===== config.mk =====
export PLATFORM = sky130hd
export DESIGN_NAME = ram_burst_writer
export DESIGN_NICKNAME = d
export VERILOG_FILES = /design/src/rtl/ram_burst_writer_pkg.sv /design/src/rtl/ram_16x8_regfile.sv /design/src/rtl/ram_burst_writer.sv
export SDC_FILE = /design/constraint.sdc
export NUM_CORES = 1
export LEC_CHECK = 0
export ABC_CLOCK_PERIOD_IN_PS = 2100
export BUFFER_PORTS_ARGS = -buffer_cell sky130_fd_sc_hd__buf_2
export CAP_MARGIN = 20
export CORE_ASPECT_RATIO = 0.9
export CORE_MARGIN = 3
export CORE_UTILIZATION = 55
export DETAILED_ROUTE_END_ITERATION = 6
export HOLD_SLACK_MARGIN = 0.05
export PLACE_DENSITY = 0.77
export SYNTH_ARGS = -nofsm -noshare
export SYNTH_HDL_FRONTEND = slang
export SYNTH_HIERARCHICAL = 1
export SYNTH_SLANG_ARGS = --single-unit

===== constraint.sdc =====
create_clock -name clk -period 2.1 [get_ports clk]
set_clock_uncertainty 0.2 [all_clocks]
set_input_delay 0.42 -clock clk [delete_from_list [all_inputs] [get_ports clk]]
set_output_delay 0.42 -clock clk [all_outputs]
set_load 0.01 [all_outputs]

===== src/rtl/ram_burst_writer_pkg.sv =====
// Shared constants and FSM state type for the burst writer and its register file.
package ram_burst_writer_pkg;

    localparam int RBW_DATA_W = 8;
    localparam int RBW_ADDR_W = 4;
    localparam int RBW_DEPTH  = 1 << RBW_ADDR_W;

    typedef enum logic [1:0] {
        IDLE  = 2'd0,
        WRITE = 2'd1,
        DONE  = 2'd2
    } state_t;

endpackage


===== src/rtl/ram_16x8_regfile.sv =====
// Register array: async-reset clear, one synchronous write port, one combinational read port.
module ram_16x8_regfile #(
    parameter int DATA_W = 8,
    parameter int ADDR_W = 4
) (
    input  logic              clk,
    input  logic              rst_n,
    input  logic              we,
    input  logic [ADDR_W-1:0] waddr,
    input  logic [DATA_W-1:0] wdata,
    input  logic [ADDR_W-1:0] raddr,
    output logic [DATA_W-1:0] rdata
);

    localparam int DEPTH = 1 << ADDR_W;

    logic [DATA_W-1:0] mem_reg [DEPTH];

    always_ff @(posedge clk or negedge rst_n) begin
        if (!rst_n) begin
            for (int i = 0; i < DEPTH; i++) begin
                mem_reg[i] <= '0;
            end
        end else if (we) begin
            mem_reg[waddr] <= wdata;
        end
    end

    // Read is unclocked: a same-address write shows up only after the edge.
    assign rdata = mem_reg[raddr];

endmodule


===== src/rtl/ram_burst_writer.sv =====
// Burst writer: valid/ready byte stream into a 16x8 array at auto-incrementing addresses.
// Optional running XOR checksum enabled by defining RAM_BURST_WRITER_CHECKSUM_EN.
module ram_burst_writer
    import ram_burst_writer_pkg::*;
#(
    parameter int DATA_W = RBW_DATA_W,
    parameter int ADDR_W = RBW_ADDR_W
) (
    input  logic              clk,
    input  logic              rst_n,
    input  logic              start,
    input  logic [ADDR_W-1:0] start_addr,
    input  logic [ADDR_W-1:0] burst_len,
    input  logic              wr_valid,
    input  logic [DATA_W-1:0] wr_data,
    output logic              wr_ready,
    output logic              busy,
    output logic              done,
    output logic              err,
    input  logic [ADDR_W-1:0] rd_addr,
    output logic [DATA_W-1:0] rd_data,
    output logic [DATA_W-1:0] checksum
);

    state_t            state_reg, state_next;
    logic [ADDR_W-1:0] ptr_reg, ptr_next;
    logic [ADDR_W-1:0] cnt_reg, cnt_next;
    logic              err_reg, err_next;
    logic              beat;
    logic              start_ok;

    assign wr_ready = (state_reg == WRITE);
    assign busy     = (state_reg != IDLE);
    assign done     = (state_reg == DONE);
    assign err      = err_reg;
    assign beat     = wr_ready && wr_valid;
    assign start_ok = (state_reg == IDLE) && start;

    always_ff @(posedge clk or negedge rst_n) begin
        if (!rst_n) begin
            state_reg <= IDLE;
            ptr_reg   <= '0;
            cnt_reg   <= '0;
            err_reg   <= 1'b0;
        end else begin
            state_reg <= state_next;
            ptr_reg   <= ptr_next;
            cnt_reg   <= cnt_next;
            err_reg   <= err_next;
        end
    end

    always_comb begin
        state_next = state_reg;
        ptr_next   = ptr_reg;
        cnt_next   = cnt_reg;
        err_next   = err_reg;
        case (state_reg)
            IDLE: begin
                if (start) begin
                    ptr_next   = start_addr;
                    cnt_next   = burst_len;
                    err_next   = 1'b0;
                    state_next = WRITE;
                end
            end
            WRITE: begin
                if (start) err_next = 1'b1;
                if (wr_valid) begin
                    // Pointer wraps naturally at the address width.
                    ptr_next = ptr_reg + 1'b1;
                    if (cnt_reg == '0) state_next = DONE;
                    else               cnt_next   = cnt_reg - 1'b1;
                end
            end
            DONE: begin
                if (start) err_next = 1'b1;
                state_next = IDLE;
            end
            default: state_next = IDLE;
        endcase
    end

`ifdef RAM_BURST_WRITER_CHECKSUM_EN
    logic [DATA_W-1:0] checksum_reg;

    always_ff @(posedge clk or negedge rst_n) begin
        if (!rst_n)        checksum_reg <= '0;
        else if (start_ok) checksum_reg <= '0;
        else if (beat)     checksum_reg <= checksum_reg ^ wr_data;
    end

    assign checksum = checksum_reg;
`else
    assign checksum = '0;
`endif

    ram_16x8_regfile #(
        .DATA_W (DATA_W),
        .ADDR_W (ADDR_W)
    ) u_regfile (
        .clk   (clk),
        .rst_n (rst_n),
        .we    (beat),
        .waddr (ptr_reg),
        .wdata (wr_data),
        .raddr (rd_addr),
        .rdata (rd_data)
    );

endmodule


Word level (Yosys, flattened, before mapping)

Cells that the tools add are included.

Register bits after elaboration: 139
Output and inout port bits: 20
Input bits: 24
Word-level logic and storage cells: 66

Reductions and logical operators: 12
Order comparisons: 3
Mux-type cells: 20
$add $sub $neg: 2
Equal/unequal tests: 7
Bitwise logic cells: 2

Operator list:

| cell                                                                    | count |
|---|---|
| 128-bit bitwise mux                                                     | 1 |
| 8-bit binary-select mux with 4-bit select                               | 1 |
| 8-bit demux with 4-bit select                                           | 1 |
| 8-bit two-way mux                                                       | 3 |
| 4-bit two-way mux                                                       | 5 |
| 4-bit one-hot mux with 2 select lines                                   | 2 |
| 5-bit >= comparator, second input constant                              | 2 |
| 4-bit NOT with 5-bit output                                             | 2 |
| 3-bit AND reduction                                                     | 3 |
| 2-bit two-way mux                                                       | 3 |
| 2-bit inequality test, second input constant                            | 3 |
| 2-bit nonzero test                                                      | 3 |
| 5-bit by 1-bit < comparator with 1-bit output, second input constant    | 1 |
| 4-bit by 1-bit adder with 4-bit output, second input constant           | 1 |
| 4-bit zero test                                                         | 1 |
| 2-bit by 1-bit inequality test with 1-bit output, second input constant | 2 |
| 2-bit one-hot mux with 2 select lines                                   | 1 |
| 4-bit AND reduction                                                     | 1 |
| 4-bit by 1-bit subtractor with 4-bit output, second input constant      | 1 |
| 2-bit by 1-bit == test with 1-bit output, second input constant         | 1 |
| 2-bit == test, second input constant                                    | 1 |
| 1-bit logical AND                                                       | 2 |
| 2-bit zero test                                                         | 1 |
| 1-bit two-way mux                                                       | 2 |
| 2 further kinds                                                         | 2 |

Depth between registers and ports, before layout

Gate-level depths: netlist (run 1).

Depth after elaboration: 6
Depth in mapped cells: 7

Modules after synthesis

Netlist (run 1), hierarchy kept.

Modules (own cells, without submodules):

| module           | cells each | area each (µm²) | instances | sequential area each (µm²) |
|---|---|---|---|---|
| ram_16x8_regfile | 365        | 5915.7          | 1         | 3203.1 |
| ram_burst_writer | 92         | 840.8           | 1         | 275.3 |

Least setup slack after synthesis (run 1)

No wires, ideal clock.

Path kind: reg2reg
From: register state_reg[1]
To: register u_regfile/mem_reg[115] (netlist bit)
Cell stages (with the launch flop): 7
Library setup time: 125 ps
Data required time: 1775 ps
Data arrival time: 1961 ps
Slack: -186 ps
Cells stage by stage: dfrtp_1 > inv_1 > ha_1 > and2_1 > nand2_1 > nor4_4 > mux2_2

Word-level cells in the longest chain between the ends: 2

RTL lines:

| item                                     | RTL line               | source |
|---|---|---|
| from (decl)                              | ram_burst_writer.sv:25 | `state_t state_reg, state_next;` |
| from (signal assigned)                   | ram_burst_writer.sv:46 | `state_reg <= state_next;` |
| 2-bit by 1-bit == test with 1-bit output | ram_burst_writer.sv:32 | `assign wr_ready = (state_reg == WRITE);` |
| 1-bit logical AND                        | ram_burst_writer.sv:36 | `assign beat = wr_ready && wr_valid;` |
| net beat                                 | ram_burst_writer.sv:29 | `logic beat;` |
| to (signal, indexed assignment)          | ram_16x8_regfile.sv:25 | `mem_reg[waddr] <= wdata;` |
| to (decl)                                | ram_16x8_regfile.sv:17 | `logic [DATA_W-1:0] mem_reg [DEPTH];` |

The timed path passes the listed nets, and every way through them passes these cells.
A chain may end at the register's enable or synchronous reset.

Final worst setup path (run 1)

From: register u_regfile/mem_reg[123] (netlist bit)
To: output port rd_data[3]

Word-level cells in the longest chain between the ends: 3

RTL lines:

| item                                                 | RTL line               | source |
|---|---|---|
| 8-bit binary-select mux with 4-bit select            | ram_16x8_regfile.sv:30 | `assign rdata = mem_reg[raddr];` |
| 8-bit two-way mux (implied by the code) (2 in a row) | ram_16x8_regfile.sv:30 |  |
| to (decl)                                            | ram_burst_writer.sv:21 | `output logic [DATA_W-1:0] rd_data,` |

Every way passes these cells. The select of a mux whose other input is x is not followed.

==> impl_metrics.py, run 1 <==
metrics = {
    "placement": {
        "place_congestion": 0.7980,
        "dpl.hpwl_um": 10010,
        "dpl_cell_area_sq_um": 7442,
        "portBuffers": 35,
    },
    "sta": {
        "hold_viol": 0,
        "relSlewSlack_pct": 56.37,
        "clock.fmax_ghz": 0.4272,
        "whs_ns": 0.08990,
        "rsz0062_at_grt": "yes",
        "worst_pin_slew_ns": 0.6515,
        "setup_ws_ns": -0.2410,
        "setup_viol": 9,
        "finalCritPeriodShare_pct": 111.5,
        "report.final.slew_viol_count": 0,
        "finalCriticalPeriod_ns": 2.341,
    },
    "floorplan": {
        "rows": 37,
        "die_x_um": 122.8,
        "core-area_sq_um": 11710,
        "die_h_um": 111.1,
        "start_util_pct": 57.69,
        "ios": 44,
        "die_area_sq_um": 13650,
    },
    "synthesis": {
        "yosys.area.top_type": "dfrtp_1",
        "yosysMostFrequentCell": "dfrtp_1",
        "synth_seq_cells": 139,
        "synth_ff_type": "dfrtp_1",
        "synth_top_cells_by_count": "dfrtp_1, mux2_2, mux4_2, a22oi_1, nand2_1",
        "synth.top_cell.area_share_pct": 51.48,
        "synth_cell_types": 47,
        "synth-edff-count": 0,
        "netlist_instances": 457,
        "ys_top_cells_by_area": "dfrtp_1, mux2_2, mux4_2",
        "synthArstFlopShare_pct": 100.0,
        "seq_area_frac_synth_pct": 51.48,
        "synth_area_sq_um": 6756,
        "avgSynthCellArea_sq_um": 14.78,
        "yosysWarnings": 6,
    },
    "global_route": {
        "gr-total-overflow": 0,
        "first_global_vias": 4482,
        "grt_antenna_before_repair": 0,
        "grt_max_degree": 42,
        "grt_pass1_wl_um": 24650,
        "grt_use_total_pct": 23.97,
    },
    "power_and_ir_drop": {
        "powerDensity_nw_per_um2": 1363,
        "power.switching_mw": 3.374,
        "vdd_ir_drop_max_v": 0.0007953,
        "leakagePower_nw": 3.812,
        "p_sw_share_pct": 29.85,
        "p_int_mw": 7.928,
        "combPwrFrac_pct": 32.9,
        "p_clk_share_pct": 27.0,
        "power_frac_seq_pct": 40.1,
    },
    "final_layout": {
        "largest_reg_flops": 128,
        "multi_input_area_sq_um": 3239,
        "areaGrowthSynthToFinish_pct": 22.76,
        "diodes": 0,
        "layout-drive-gt1-share_pct": 58.06,
        "design_area_sq_um": 8294,
        "num-nets-final": 564,
        "fill_cells": 749,
        "regArea_sq_um": 3480,
    },
    "routing": {
        "wl_per_cell_um": 21.82,
        "initialDrtViolationCount": 253,
        "vias_per_cell": 6.023,
        "antenna_left": 0,
        "detailroute.via_count": 4228,
        "drt_drc_violations_left": 0,
        "drt_pass1_iterations": 4,
        "drt-total-wl_um": 15320,
    },
    "cts": {
        "cts_tree": "built",
        "ctsRootBufferMaster": "clkbuf_16",
        "cts_buffer_depth": 2,
        "clk_latency_ns": 0.42,
        "cts_sinks": 139,
        "numCtsBuffers": 17,
        "cts_htree_levels": 4,
        "clk_pin_slew_ns": 0.06,
    },
    "run": {
        "cap_violations": 0,
    },
    "setup_path": {
        "critPathKind": "reg2out",
        "worstPathRequired_ns": 1.48,
        "reg2reg_depth": 8,
        "worstPathArrival_ns": 1.72,
        "crit_path_max_fanout": 2,
        "end_kind": "output port",
        "cp-start-kind": "flop",
    },
    "run_status": {
        "violations": "negative setup slack",
        "status": "finished, violations left",
    },
    "min_path": {
        "whs_path_depth": 3,
        "hp-class": "in2reg",
    },
}
-- path summary, 6_finish.rpt --
path                                   startpoint                      to  slack (ns)
max                        u_regfile/mem_reg[123]              rd_data[3]       -0.24
min                                  burst_len[0]              cnt_reg[0]        0.09
max reg2reg                          state_reg[1]   u_regfile/mem_reg[58]           0
min reg2reg                u_regfile/mem_reg[104]  u_regfile/mem_reg[104]        0.30
max in group asynchronous                   rst_n   u_regfile/mem_reg[50]        0.86
min in group asynchronous                   rst_n  u_regfile/mem_reg[122]        0.28
-- stage by stage --
step / TNS [ns] / worst slack, ns / total power, mW / utilization [%] / instances
floorplan: 0 / 0.01745 / 6.953 / - / 464
finish: -1.733 / -0.2410 / 11.30 / 70.82 / 702
CTS: -1.816 / -0.2462 / 11.18 / 69.81 / 698
detailed placement: -2.376 / -0.3223 / 7.974 / 63.54 / 662
global placement: -2.242 / -0.3116 / 7.744 / 63.54 / 662
global route: -3.117 / -0.3160 / 11.90 / 70.82 / 702
-- placed cells by master, fill, tap and decap left out, types with 3 or more instances in the layout --
cell type,synthesis,final
a21oi_1,8,8
a22oi_1,16,7
a22oi_2,0,9
buf_12,0,12
buf_2,7,33
buf_4,10,28
buf_6,2,7
bufinv_16,0,3
clkbuf_16,0,17
clkinv_2,0,4
conb_1,1,8
dfrtp_1,139,138
ha_1,7,5
inv_1,7,4
inv_2,1,4
mux2_2,120,107
mux2_4,8,21
mux2i_1,4,4
mux4_2,32,32
nand2_1,15,14
nand2b_4,3,4
nand3_1,7,7
nor2_1,5,4
nor2_2,6,6
nor3_4,3,4
o21ai_0,5,5
-- critical path, stage by stage (launching register included) --
cell and delay [ns]:
dfrtp_1 0.39, mux4_2 0.47, a22oi_2 0.22, nand2_1 0.09, buf_2 0.15
-- repair_timing --
| item | 4_1_cts | 5_1_grt |
|---|---|---|
| pin swaps | 10 | 5 |
| hold endpoints to repair | 37 | 0 |
| hold buffers | 1 | 0 |
| setup endpoints to repair | 13 | 56 |
| gates cloned | 1 | 0 |
| buffers inserted | 2 | 4 |
| resized for setup | 20 | 23 |
-- metal layers --
layer	vias up	track usage, %	wire, um
met4	0	7.537	199
met1	2249	34.89	6979
li1	1840	-	-
met5	-	0	0
met3	17	4.643	669
met2	122	36.58	7466
-- kinds of logic (layout without fill, tap and decap cells) --
family	after synthesis	after routing	share of synthesized area, %
AOI/OAI and AO/OA	38	38	3.926
DFF	139	139	51.48
other	1	8	0.05550
buffers and inverters	41	123	3.185
adders and majority gates	7	7	1.296
and+or+nand+nor	66	66	6.852
muxes	165	165	33.20
-- layout make-up --
| cell class | instances | share of cell area (%) |
|---|---|---|
| clock inverters | 11 | 1.720 |
| well taps | 156 | 2.353 |
| inverters | 8 | 0.3620 |
| repair buffers | 83 | 9.006 |
| clock buffers | 21 | 5.551 |
| multi-input cells | 284 | 39.06 |
| flip-flops and latches | 139 | 41.95 |
-- power groups by stage --
stage               registers [mW]  logic (mW)  clock network (mW)
floorplan                     4.27        2.68                   0
global placement              4.47        3.28                   0
detailed placement            4.54        3.43                   0
CTS                           4.51        3.57                3.09
global route                  4.68        4.00                3.21
finish                        4.54        3.72                3.05
Power figures use the tool's default switching activity.
==> run 2: changes to the inputs <==
- BUFFER_PORTS_ARGS: -buffer_cell sky130_fd_sc_hd__buf_2 -> default
- CORE_UTILIZATION: 55 -> 57
- DONT_BUFFER_PORTS: default -> 1
- PLACE_DENSITY: 0.77 -> 0.76
==> impl_metrics.py, run 2 (synthesis gave the netlist of run 1 again) <==
metrics = {
    "final_layout": {
        "areaGrowthSynthToFinish_pct": 20.50,
        "layout-drive-gt1-share_pct": 54.74,
        "final_common_cell": "dfrtp_1",
        "largest_reg_flops": 128,
        "final-instance-count-excl-fill": 662,
        "final_cell_mix": "dfrtp_1, mux2_2, mux2_4, mux4_2, buf_4",
        "diodes": 0,
        "post-route-util_pct": 70.63,
        "num-nets-final": 524,
    },
    "floorplan": {
        "die_area_sq_um": 13200,
        "die_h_um": 109.3,
        "start_util_pct": 58.61,
        "die_x_um": 120.8,
        "core-area_sq_um": 11530,
        "ios": 44,
        "rows": 37,
    },
    "global_route": {
        "grt_pass1_wl_um": 23890,
        "grt_use_total_pct": 24.26,
        "grt_max_degree": 140,
        "gr-total-overflow": 0,
        "grt_antenna_before_repair": 0,
        "first_global_vias": 4377,
    },
    "power_and_ir_drop": {
        "power_frac_seq_pct": 40.2,
        "powerDensity_nw_per_um2": 1411,
        "p_clk_share_pct": 29.0,
        "leakagePower_nw": 3.641,
        "p_int_mw": 8.068,
        "power.switching_mw": 3.422,
        "p_sw_share_pct": 29.79,
        "combPwrFrac_pct": 30.8,
        "vdd_ir_drop_max_v": 0.0009057,
    },
    "sta": {
        "finalCriticalPeriod_ns": 2.252,
        "report.final.slew_viol_count": 0,
        "rsz0062_at_grt": "yes",
        "hold_viol": 139,
        "setup_ws_ns": -0.1522,
        "whs_ns": -0.5018,
        "fin_setup_tns_ns": -1.115,
        "finalCritPeriodShare_pct": 107.2,
        "setup_viol": 8,
        "worst_pin_slew_ns": 1.129,
        "relSlewSlack_pct": 24.57,
        "clock.fmax_ghz": 0.4440,
    },
    "cts": {
        "cts_tree": "built",
        "cts_sinks": 139,
        "ctsHoldBuffers": 13,
        "cts_buffer_depth": 2,
        "clk_pin_slew_ns": 0.06,
        "cts_htree_levels": 4,
        "numCtsBuffers": 17,
        "clk_latency_ns": 0.41,
        "ctsRootBufferMaster": "clkbuf_16",
    },
    "setup_path": {
        "end_kind": "output port",
        "path_buf_inv": 0,
        "path_delay_family": "simple AND/OR/NAND/NOR gates",
        "crit_chain": "nor2b_1, a22oi_1, nand2_2",
        "worstPathArrival_ns": 1.63,
        "worstPathRequired_ns": 1.48,
        "slowest_delay_ns": 0.78,
        "crit_path_max_fanout": 8,
        "cp_slowest_cell": "nor2b_1",
        "cp-start-kind": "input port",
        "critPathKind": "in2out",
    },
    "placement": {
        "portBuffers": 0,
        "dpl.hpwl_um": 9339,
        "dpl.cell_count": 608,
        "place_congestion": 0.8008,
    },
    "routing": {
        "drt-total-wl_um": 15420,
        "initialDrtViolationCount": 272,
        "wl_per_cell_um": 23.29,
        "drt_pass1_iterations": 4,
        "vias_per_cell": 6.118,
        "detailroute.via_count": 4050,
        "antenna_left": 0,
        "drt_drc_violations_left": 0,
    },
    "run_status": {
        "violations": "negative hold slack, negative setup slack",
        "status": "finished, violations left",
    },
    "min_path": {
        "hp-class": "in2async",
    },
    "run": {
        "cap_violations": 0,
    },
}
[run 2: changes by cell type in the layout (fill, tap and decap cells not counted), sizes merged]
| cell | previous run | this run |
|---|---|---|
| buf | 82 | 30 |
| dlygate4sd3 | 1 | 13 |
| clkbuf | 21 | 17 |
| inv | 9 | 13 |
| clkinv | 5 | 2 |
| bufinv | 3 | 5 |
| clkinvlp | 2 | 3 |
[run 2: timing repair]
item / 4_1_cts / 5_1_grt
endpoints found under the setup margin: 15 / 76
setup buffers: 6 / 3
hold endpoints to repair: 272 / 139
resized for setup: 17 / 45
pin swaps: 16 / 13
[run 2: path summary, 6_finish.rpt]
check                                           from                    end  slack [ns]  cells after the start
worst max register to register            ptr_reg[1]   u_regfile/mem_reg[4]        0.03                      4
worst min register to register  u_regfile/mem_reg[1]   u_regfile/mem_reg[1]        0.30                      1
worst min-delay path                           rst_n  u_regfile/mem_reg[76]       -0.50                      0
worst max-delay path                      rd_addr[3]             rd_data[6]       -0.15                      3
max in group asynchronous                      rst_n           state_reg[0]        2.00                      0
min in group clk                               start                    err        0.09                      2
[run 2: routing by layer]
layer / vias to the layer above / routed length [um] / track usage [%] / share of wire (%)
li1: 1764 / - / - / -
met1: 2147 / 6553 / 31.70 / 43
met2: 121 / 7820 / 39.97 / 51
met3: 18 / 795 / 6.017 / 5.2
met4: 0 / 248 / 8.738 / 1.6
met5: - / 0 / 0 / 0
[run 2: worst reg2reg max path: cells and delay by family (launching register included)]
| family | cells | cell delay (ns) |
|---|---|---|
| buffers and inverters | 1 | 0.17 |
| DFF | 1 | 0.66 |
| and+or+nand+nor | 2 | 0.58 |
| muxes | 1 | 0.35 |
[run 2: cell type report]
cell class / count / area [sq um]
fill: 729 / 3386
multi-input combinational: 284 / 3331
sequential: 139 / 3480
tap: 156 / 195.2
clock buffer: 17 / 425.4
timing repair buffer: 43 / 444.2
clock inverter: 15 / 236.5
inverter: 8 / 30.03
[run 2: metrics by stage]
| step | cell area [sq um] | total power, mW | setup slack, ns |
|---|---|---|---|
| floorplan | 6833 | 6.953 | 0.01745 |
| global placement | 7018 | 7.365 | 0.01445 |
| detailed placement | 7018 | 7.612 | -0.01045 |
| CTS | 7925 | 11.21 | -0.1721 |
| global route | 8142 | 12.07 | -0.2252 |
| finish | 8142 | 11.49 | -0.1522 |
[run 2: power by group through the flow]
stage	Sequential (mW)	Combinational, mW	Clock, mW
2_1_floorplan	4.27	2.68	0
3_3_place_gp	4.49	2.87	0
3_5_place_dp	4.59	3.02	0
4_1_cts	4.58	3.26	3.37
5_1_grt	4.75	3.80	3.51
6_report	4.62	3.54	3.33
